<file path="src/rtl/sar_adc_ctrl.sv">
// rtl/sar_adc_ctrl.sv - successive-approximation ADC controller with valid/ready result port
// Binary search over the DAC code, one bit per SETTLE/DECIDE round, result held until accepted.
module sar_adc_ctrl #(
  parameter int WIDTH         = 10,
  parameter int SAMPLE_CYCLES = 4,
  parameter int SETTLE_CYCLES = 2
) (
  input  logic             CLK,
  input  logic             reset,
  input  logic             start,
  input  logic             COMP,
  output logic             SAMPLE,
  output logic [WIDTH-1:0] DAC_D,
  output logic             busy,
  output logic [WIDTH-1:0] DATA,
  output logic             valid,
  input  logic             ready,
  output logic             overrun
);

  localparam int CNT_MAX = (SAMPLE_CYCLES > SETTLE_CYCLES) ? SAMPLE_CYCLES : SETTLE_CYCLES;
  localparam int CNT_W   = $clog2(CNT_MAX + 1);
  localparam int IDX_W   = (WIDTH > 1) ? $clog2(WIDTH) : 1;

  localparam logic [CNT_W-1:0] SAMPLE_LOAD = CNT_W'(SAMPLE_CYCLES - 1);
  localparam logic [CNT_W-1:0] SETTLE_LOAD = CNT_W'(SETTLE_CYCLES - 1);
  localparam logic [IDX_W-1:0] IDX_TOP     = IDX_W'(WIDTH - 1);
  localparam logic [WIDTH-1:0] MSB_CODE    = {1'b1, {(WIDTH-1){1'b0}}};

  typedef enum logic [2:0] {
    S_IDLE,
    S_TRACK,
    S_SETTLE,
    S_DECIDE,
    S_DONE
  } state_t;

  state_t           r_state;
  state_t           w_state_nxt;
  logic [CNT_W-1:0] r_cnt;
  logic [CNT_W-1:0] w_cnt_nxt;
  logic [IDX_W-1:0] r_idx;
  logic [IDX_W-1:0] w_idx_nxt;
  logic [IDX_W-1:0] w_idx_dn;
  logic [WIDTH-1:0] r_dac;
  logic [WIDTH-1:0] w_dac_nxt;
  logic [WIDTH-1:0] r_data;
  logic [WIDTH-1:0] w_data_nxt;
  logic             r_sample;
  logic             w_sample_nxt;
  logic             r_busy;
  logic             w_busy_nxt;
  logic             r_valid;
  logic             w_valid_nxt;
  logic             r_overrun;
  logic             w_overrun_nxt;
  logic             r_comp_meta;
  logic             r_comp_s;
  logic             w_accept;

  // COMP is asynchronous to CLK; only the second flop is ever looked at.
  always_ff @(posedge CLK or negedge reset) begin
    if (!reset) begin
      r_comp_meta <= 1'b0;
      r_comp_s    <= 1'b0;
    end else begin
      r_comp_meta <= COMP;
      r_comp_s    <= r_comp_meta;
    end
  end

  always_ff @(posedge CLK or negedge reset) begin
    if (!reset) begin
      r_state   <= S_IDLE;
      r_cnt     <= '0;
      r_idx     <= '0;
      r_dac     <= '0;
      r_data    <= '0;
      r_sample  <= 1'b0;
      r_busy    <= 1'b0;
      r_valid   <= 1'b0;
      r_overrun <= 1'b0;
    end else begin
      r_state   <= w_state_nxt;
      r_cnt     <= w_cnt_nxt;
      r_idx     <= w_idx_nxt;
      r_dac     <= w_dac_nxt;
      r_data    <= w_data_nxt;
      r_sample  <= w_sample_nxt;
      r_busy    <= w_busy_nxt;
      r_valid   <= w_valid_nxt;
      r_overrun <= w_overrun_nxt;
    end
  end

  assign w_accept = r_valid & ready;
  assign w_idx_dn = r_idx - IDX_W'(1);

  always_comb begin
    w_state_nxt   = r_state;
    w_cnt_nxt     = r_cnt;
    w_idx_nxt     = r_idx;
    w_dac_nxt     = r_dac;
    w_data_nxt    = r_data;
    w_sample_nxt  = r_sample;
    w_busy_nxt    = r_busy;
    w_valid_nxt   = r_valid;
    w_overrun_nxt = r_overrun;

    if (w_accept) begin
      w_valid_nxt   = 1'b0;
      w_overrun_nxt = 1'b0;
    end

    case (r_state)
      S_IDLE: begin
        if (start) begin
          w_state_nxt  = S_TRACK;
          w_sample_nxt = 1'b1;
          w_busy_nxt   = 1'b1;
          w_cnt_nxt    = SAMPLE_LOAD;
        end
      end
      S_TRACK: begin
        if (r_cnt == '0) begin
          w_state_nxt  = S_SETTLE;
          w_sample_nxt = 1'b0;
          w_idx_nxt    = IDX_TOP;
          w_dac_nxt    = MSB_CODE;
          w_cnt_nxt    = SETTLE_LOAD;
        end else begin
          w_cnt_nxt = r_cnt - CNT_W'(1);
        end
      end
      S_SETTLE: begin
        if (r_cnt == '0) begin
          w_state_nxt = S_DECIDE;
        end else begin
          w_cnt_nxt = r_cnt - CNT_W'(1);
        end
      end
      S_DECIDE: begin
        // The trial bit is already 1, so keeping or clearing it is just comp_s.
        w_dac_nxt[r_idx] = r_comp_s;
        if (r_idx == '0) begin
          w_state_nxt = S_DONE;
        end else begin
          w_state_nxt         = S_SETTLE;
          w_idx_nxt           = w_idx_dn;
          w_dac_nxt[w_idx_dn] = 1'b1;
          w_cnt_nxt           = SETTLE_LOAD;
        end
      end
      S_DONE: begin
        w_state_nxt = S_IDLE;
        w_busy_nxt  = 1'b0;
        w_data_nxt  = r_dac;
        w_valid_nxt = 1'b1;
        if (r_valid && !ready) begin
          w_overrun_nxt = 1'b1;
        end
      end
      default: begin
        w_state_nxt = S_IDLE;
      end
    endcase
  end

  assign SAMPLE  = r_sample;
  assign DAC_D   = r_dac;
  assign busy    = r_busy;
  assign DATA    = r_data;
  assign valid   = r_valid;
  assign overrun = r_overrun;

endmodule

</file>
<file path="config.mk">
export PLATFORM = sky130hd
export DESIGN_NAME = sar_adc_ctrl
export DESIGN_NICKNAME = d
export VERILOG_FILES = /design/src/rtl/sar_adc_ctrl.sv
export SDC_FILE = /design/constraint.sdc
export NUM_CORES = 1
export LEC_CHECK = 0
export BUFFER_PORTS_ARGS = -buffer_cell sky130_fd_sc_hd__buf_2
export CAP_MARGIN = 20
export CORE_MARGIN = 2
export CORE_UTILIZATION = 35
export DETAILED_ROUTE_END_ITERATION = 8
export HOLD_SLACK_MARGIN = 0.15
export PLACE_DENSITY_LB_ADDON = 0.05
export SYNTH_ARGS = -nofsm -noshare
export SYNTH_HDL_FRONTEND = slang
export SYNTH_SLANG_ARGS = --single-unit
</file>
<file path="constraint.sdc">
create_clock -name CLK -period 2.4 [get_ports CLK]
set_clock_uncertainty 0.1 [all_clocks]
set_input_delay 0.24 -clock CLK [delete_from_list [all_inputs] [get_ports CLK]]
set_output_delay 0.24 -clock CLK [all_outputs]
set_load 0.05 [all_outputs]
</file>
# Word-level counts from Yosys, hierarchy flattened
# Index checks and enable logic that the tools add are counted.
[totals] elab_cells=76 out_inout_bits=24 in_bits=5 register_bits=36
[op_classes] n_eq_ne=9 muxes=30 n_reduce_logical=18 n_lt_le_gt_ge=4 bitwise_logic=2 addsub=2
[op_table] cell="$mux W3" n=8
[op_table] cell="$pmux W3 S4" n=2
[op_table] cell="$mux W10" n=2
[op_table] cell="$pmux W10 S2" n=1
[op_table] cell="$bwmux W10" n=1
[op_table] cell="$lt A4 B5 Y1 const B" n=2
[op_table] cell="$ne A2 B2 Y1 const B" n=5
[op_table] cell="$or A10 B10 Y10" n=1
[op_table] cell="$mux W1" n=9
[op_table] cell="$reduce_and A3 Y1" n=3
[op_table] cell="$demux W1 S4" n=2
[op_table] cell="$ge A4 B1 Y1 const B" n=2
[op_table] cell="$mux W4" n=2
[op_table] cell="$pmux W4 S2" n=1
[op_table] cell="$reduce_bool A2 Y1" n=4
[op_table] cell="$eq A3 B2 Y1 const B" n=2
[op_table] cell="$logic_not A3 Y1" n=2
[op_table] cell="$logic_not A4 Y1" n=1
[op_table] cell="$pmux W1 S2" n=2
[op_table] cell="$reduce_and A2 Y1" n=2
[op_table] cell="$reduce_and A4 Y1" n=1
[op_table] cell="$reduce_bool A4 Y1" n=1
[op_table] cell="$sub A4 B1 Y4 const B" n=1
[op_table] cell="$eq A3 B1 Y1 const B" n=1
[op_table] cell="5 further kinds" n=7

# Longest topological paths before layout
[depth] word_depth=8 depth_mapped=7

# Least setup slack after synthesis
# OpenSTA, ideal clock, no wires.
[synth_path] kind="reg2reg" from="register r_idx[0]" to="register r_dac[5] (netlist: DAC_D[5])" required_time_ns=2.174 arrival_time_ns=1.739 setup_slack_ns=0.435 setup_ns=0.126 stages_incl_launch_ff=7 cell_sequence="dfrtp_1 -> inv_1 -> ha_1 -> or3b_2 -> nand3_1 -> a21oi_1 -> a221o_1"
[synth_between] elab_chain_len=8 elab_cells_between_ends=16 cone_classes="add/sub: 1; order compare: 4; mux: 7; bitwise: 1; reduce/logical: 3"
[synth_lines] item="from (decl)" line="42" source="logic [IDX_W-1:0] r_idx;"
[synth_lines] item="from (signal assigned)" line="86" source="r_idx <= w_idx_nxt;"
[synth_lines] item="$sub A4 B1 Y4, or another cell as far along" line="97" source="assign w_idx_dn = r_idx - IDX_W'(1);"
[synth_lines] item="$lt A4 B5 Y1 (implied by the code), or another cell as far along" line="150" source="w_dac_nxt[w_idx_dn] = 1'b1;"
[synth_lines] item="$logic_and A1 B1 Y1 (implied by the code) / $mux W1 (equally long branches)" line="150, 144"
[synth_lines] item="$mux W1 (implied by the code) / $demux W1 S4 (equally long branches)" line="150, 144"
[synth_lines] item="$demux W1 S4 / $bwmux W10 (equally long branches)" line="150, 144"
[synth_lines] item="$or A10 B10 Y10 (no line)"
[synth_lines] item="$mux W10 *" line="145" source="if (r_idx == '0) begin"
[synth_lines] item="$pmux W10 S2 *" line="115" source="case (r_state)"
[synth_lines] item="to (signal assigned)" line="87" source="r_dac <= w_dac_nxt;"
[synth_lines] item="to (decl)" line="45" source="logic [WIDTH-1:0] r_dac;"
# Mark *: on every way between the ends. The rest lies on a longest branch, timed or not.
# A chain may end at the register's enable or synchronous reset.

# Worst setup path after layout
[layout_path] from="register r_idx[1]" to="register r_dac[6] (netlist: DAC_D[6])"
# Same word-level chain as after synthesis.

==> flow_summary.rst <==
.. list-table::
   :header-rows: 1

   * - Metric
     - Value
   * - Slew headroom
     - ~47%
   * - Yosys warning total
     - 0
   * - Num CTS Buffers
     - 5
   * - First-pass iteration count of the detailed router
     - 4
   * - Area after detailed placement
     - roughly 2100 um^2
   * - DR iter-0 viols
     - slightly below 100
   * - Final Max Tran Viols
     - 0
   * - Leakage power of the design
     - between 1 and 1.5 nW
   * - Die height
     - a little under 80 um
   * - Antenna violations before repair
     - 0
   * - Actual transition at the worst max-transition pin
     - about 0.80 ns
   * - Kind of path behind the tightest hold check
     - reg -> reg
   * - Vias per cell
     - 5.30
   * - Cell area after technology mapping
     - 1920 um^2
   * - FF-to-FF path depth
     - 6
   * - Hold Path Stages
     - 0
   * - Weighted congestion at the end of routability-driven global placement
     - ~0.86
   * - Final antenna-violating net count
     - 0
   * - Number of synthesized flops with an enable pin
     - 0
   * - Total via count in the routed design
     - 1575
   * - Horizontal die dimension
     - 78.0 um
   * - Count of antenna diodes in the layout
     - 0
   * - Post-route worst setup slack
     - slightly above 0.2 ns
   * - CP Data Arrival Time
     - about 2.3 ns
   * - Number of top-level pins
     - 29
   * - Final setup violating endpoints
     - 0
   * - H-tree depth
     - 2
   * - Leading cell types in the layout, fill and taps excluded
     - dfrtp_1 (36), buf_2 (28), o21ai_0 (19), nand2_1 (13), a21oi_1 (13)
   * - Power per Cell Area
     - approximately 1400 nW/um^2
   * - Std cell rows
     - 26
   * - Worst ir drop on vdd
     - just over 0.0005 V
   * - Result of the run
     - finished, final reports clean
   * - Clock tree from TritonCTS
     - done
   * - Maximum number of pins on one net before global-route repair
     - 37
   * - Hold Fails Final Rpt
     - 0
   * - Clk root buf
     - clkbuf_8
   * - Crit end category
     - register
   * - Critical path class
     - reg -> reg
   * - Most common cell after layout, fill and taps aside
     - dfrtp_1
   * - Starting density of the core
     - 36.9%
   * - FMAX
     - roughly 460 MHz
   * - Worst slack after detailed placement
     - roughly 0.23 ns
   * - Grt total ovfl
     - 0
   * - Required time of the critical path
     - 2.46 ns
   * - Layout overhead on the synthesized area
     - 19.4%
   * - Share of layout cells above drive strength 1
     - 24.7%
   * - Max-cap violation count
     - 0
   * - Worst-skew pair later-pin latency
     - approximately 0.28 ns
   * - Total number of nets in the final design
     - between 200 and 250
   * - Finished Cell Area
     - between 2000 and 2500 um^2
   * - Min Hold Slack
     - ~0.25 ns
   * - Core ar.
     - ~5200 um^2
   * - Buffers on Ports
     - 28
   * - Clock Sink Count
     - 36
   * - Unique cell type count in the Yosys netlist
     - 48
   * - DR DRC count
     - 0
   * - Sequential cell area fraction in the yosys report
     - between 40% and 50%
   * - Die ar.
     - between 6000 and 7000 um^2
   * - Crit path max fanout
     - 8
   * - Clock Path Buffers
     - 2
   * - Wirelength per Cell
     - between 10 and 15 um
   * - Type of origin of the critical path
     - register
   * - Synthesized netlist cell count
     - between 150 and 200
   * - Top_reg_cell synth
     - dfrtp_1
   * - Synthesis-stage register bit count
     - 36
   * - Post-Synthesis Mean Instance Area
     - ~9.9 um^2
   * - Count of buffers added by post-CTS timing repair for setup
     - 0
   * - Crit path time final
     - 2.19 ns
   * - Wire length of the first global-routing pass
     - 7610 um
   * - Unrepaired setup endpoints after global routing
     - no
   * - CTS-repair resized insts
     - 0
   * - Asr flop ratio synth
     - 100%
   * - Clock Pin Slew Worst Setup and Hold Paths
     - approximately 0.070 ns
   * - Final cycle utilization of the critical path
     - 91.3%
   * - Sum Neg Setup Slack
     - 0 ns
   * - Number of global-route vias before repair
     - 1555
   * - DP HPWL
     - roughly 3000 um
   * - Tot GR Track Use
     - around 16%
   * - Final WL
     - between 4000 and 5000 um
   * - Number of nets produced by synthesis
     - ~210
==> synth_stat cells (all sizes together), types with 2 or more instances <==
cell type | count | share of area, %
a31oi | 3 | 0.98
mux2 | 12 | 7.2
ha | 7 | 4.6
nor3 | 4 | 1.0
and2 | 3 | 1.1
inv | 8 | 1.6
o32ai | 2 | 0.91
nor2 | 11 | 2.2
dfrtp | 36 | 47
o21ai | 19 | 5.0
clkbuf | 4 | 0.78
o22ai | 2 | 0.65
buf | 6 | 1.9
nand3b | 3 | 1.2
nor2b | 8 | 2.6
a21oi | 13 | 3.4
and3b | 2 | 0.98
a21o | 2 | 0.78
and3 | 2 | 0.65
nand4 | 2 | 0.65
o211ai | 2 | 0.78
nand2 | 13 | 2.5
or3b | 2 | 0.91
nand3 | 7 | 1.8
a221o | 3 | 1.6
==> power by group <==
part / switching (mW) / internal (mW) / leakage (nW)
sequential: 0.220 / 0.792 / 0.458
combinational: 1.07 / 0.548 / 0.555
clock: 0.208 / 0.366 / 0.0645
total: 1.49 / 1.71 / 1.08
==> sequential cells by signal (all words and copies together) (netlist names), named ones only <==
signal,count
DAC_D,10
DATA,10
r_idx,4
r_cnt,3
r_state,3
SAMPLE,1
busy,1
r_comp_meta,1
r_comp_s,1
valid,1
==> stage by stage <==
stage          power (mW)  instances  util [%]
6_report             3.20        297      44.0
5_1_grt              3.43        297      44.0
4_1_cts              3.22        297      44.0
3_5_place_dp         2.63        285      40.8
3_3_place_gp         2.59        285      40.8
2_1_floorplan        2.22        193         -
==> critical path, stage by stage, from the launching register on <==
cell     delay (ns)
dfrtp_1        0.47
inv_1          0.14
ha_1           0.26
or3b_2         0.54
nand3_1        0.12
a21oi_1        0.07
a221o_1        0.38
==> layer usage <==
layer / global-route usage, % / up-vias / routed length (um)
li1: - / 766 / -
met1: 21.3 / 760 / 2140
met2: 24.6 / 44 / 2010
met3: 4.02 / 5 / 217
met4: 4.56 / 0 / 45
met5: 0 / - / 0
==> cell type report <==
| class | count | area, um^2 |
|---|---|---|
| inverters | 8 | 30.0 |
| fillers | 524 | 2910 |
| clock buffers | 7 | 96.3 |
| flip-flops and latches | 36 | 901 |
| clock inverters | 1 | 30.0 |
| repair buffers | 36 | 210 |
| multi-input cells | 139 | 936 |
| well taps | 70 | 87.6 |
==> final timing paths <==
| kind | start | to | slack (ns) |
|---|---|---|---|
| max | r_idx[1] | DAC_D[6] | 0.21 |
| min | r_comp_meta | r_comp_s | 0.25 |
| max reg2reg | r_idx[1] | DAC_D[6] | 0.21 |
| min reg2reg | r_comp_meta | r_comp_s | 0.25 |
| max in group asynchronous | reset | r_idx[0] | 1.22 |
| min in group asynchronous | reset | r_state[1] | 0.47 |
==> cells by family after synthesis <==
group,count (synthesis),share of synthesized area (%)
and+or+nand+nor,64,18.5
AOI/OAI and AO/OA,56,18.5
DFF,36,47.0
buffers and inverters,18,4.24
muxes,12,7.24
adders and majority gates,7,4.57
==> repair_timing <==
item,CTS,global route
hold buffers,4,0
setup endpoints to repair,0,0
hold endpoints to repair,40,0
No activity file was read; power rests on OpenSTA's default activity.
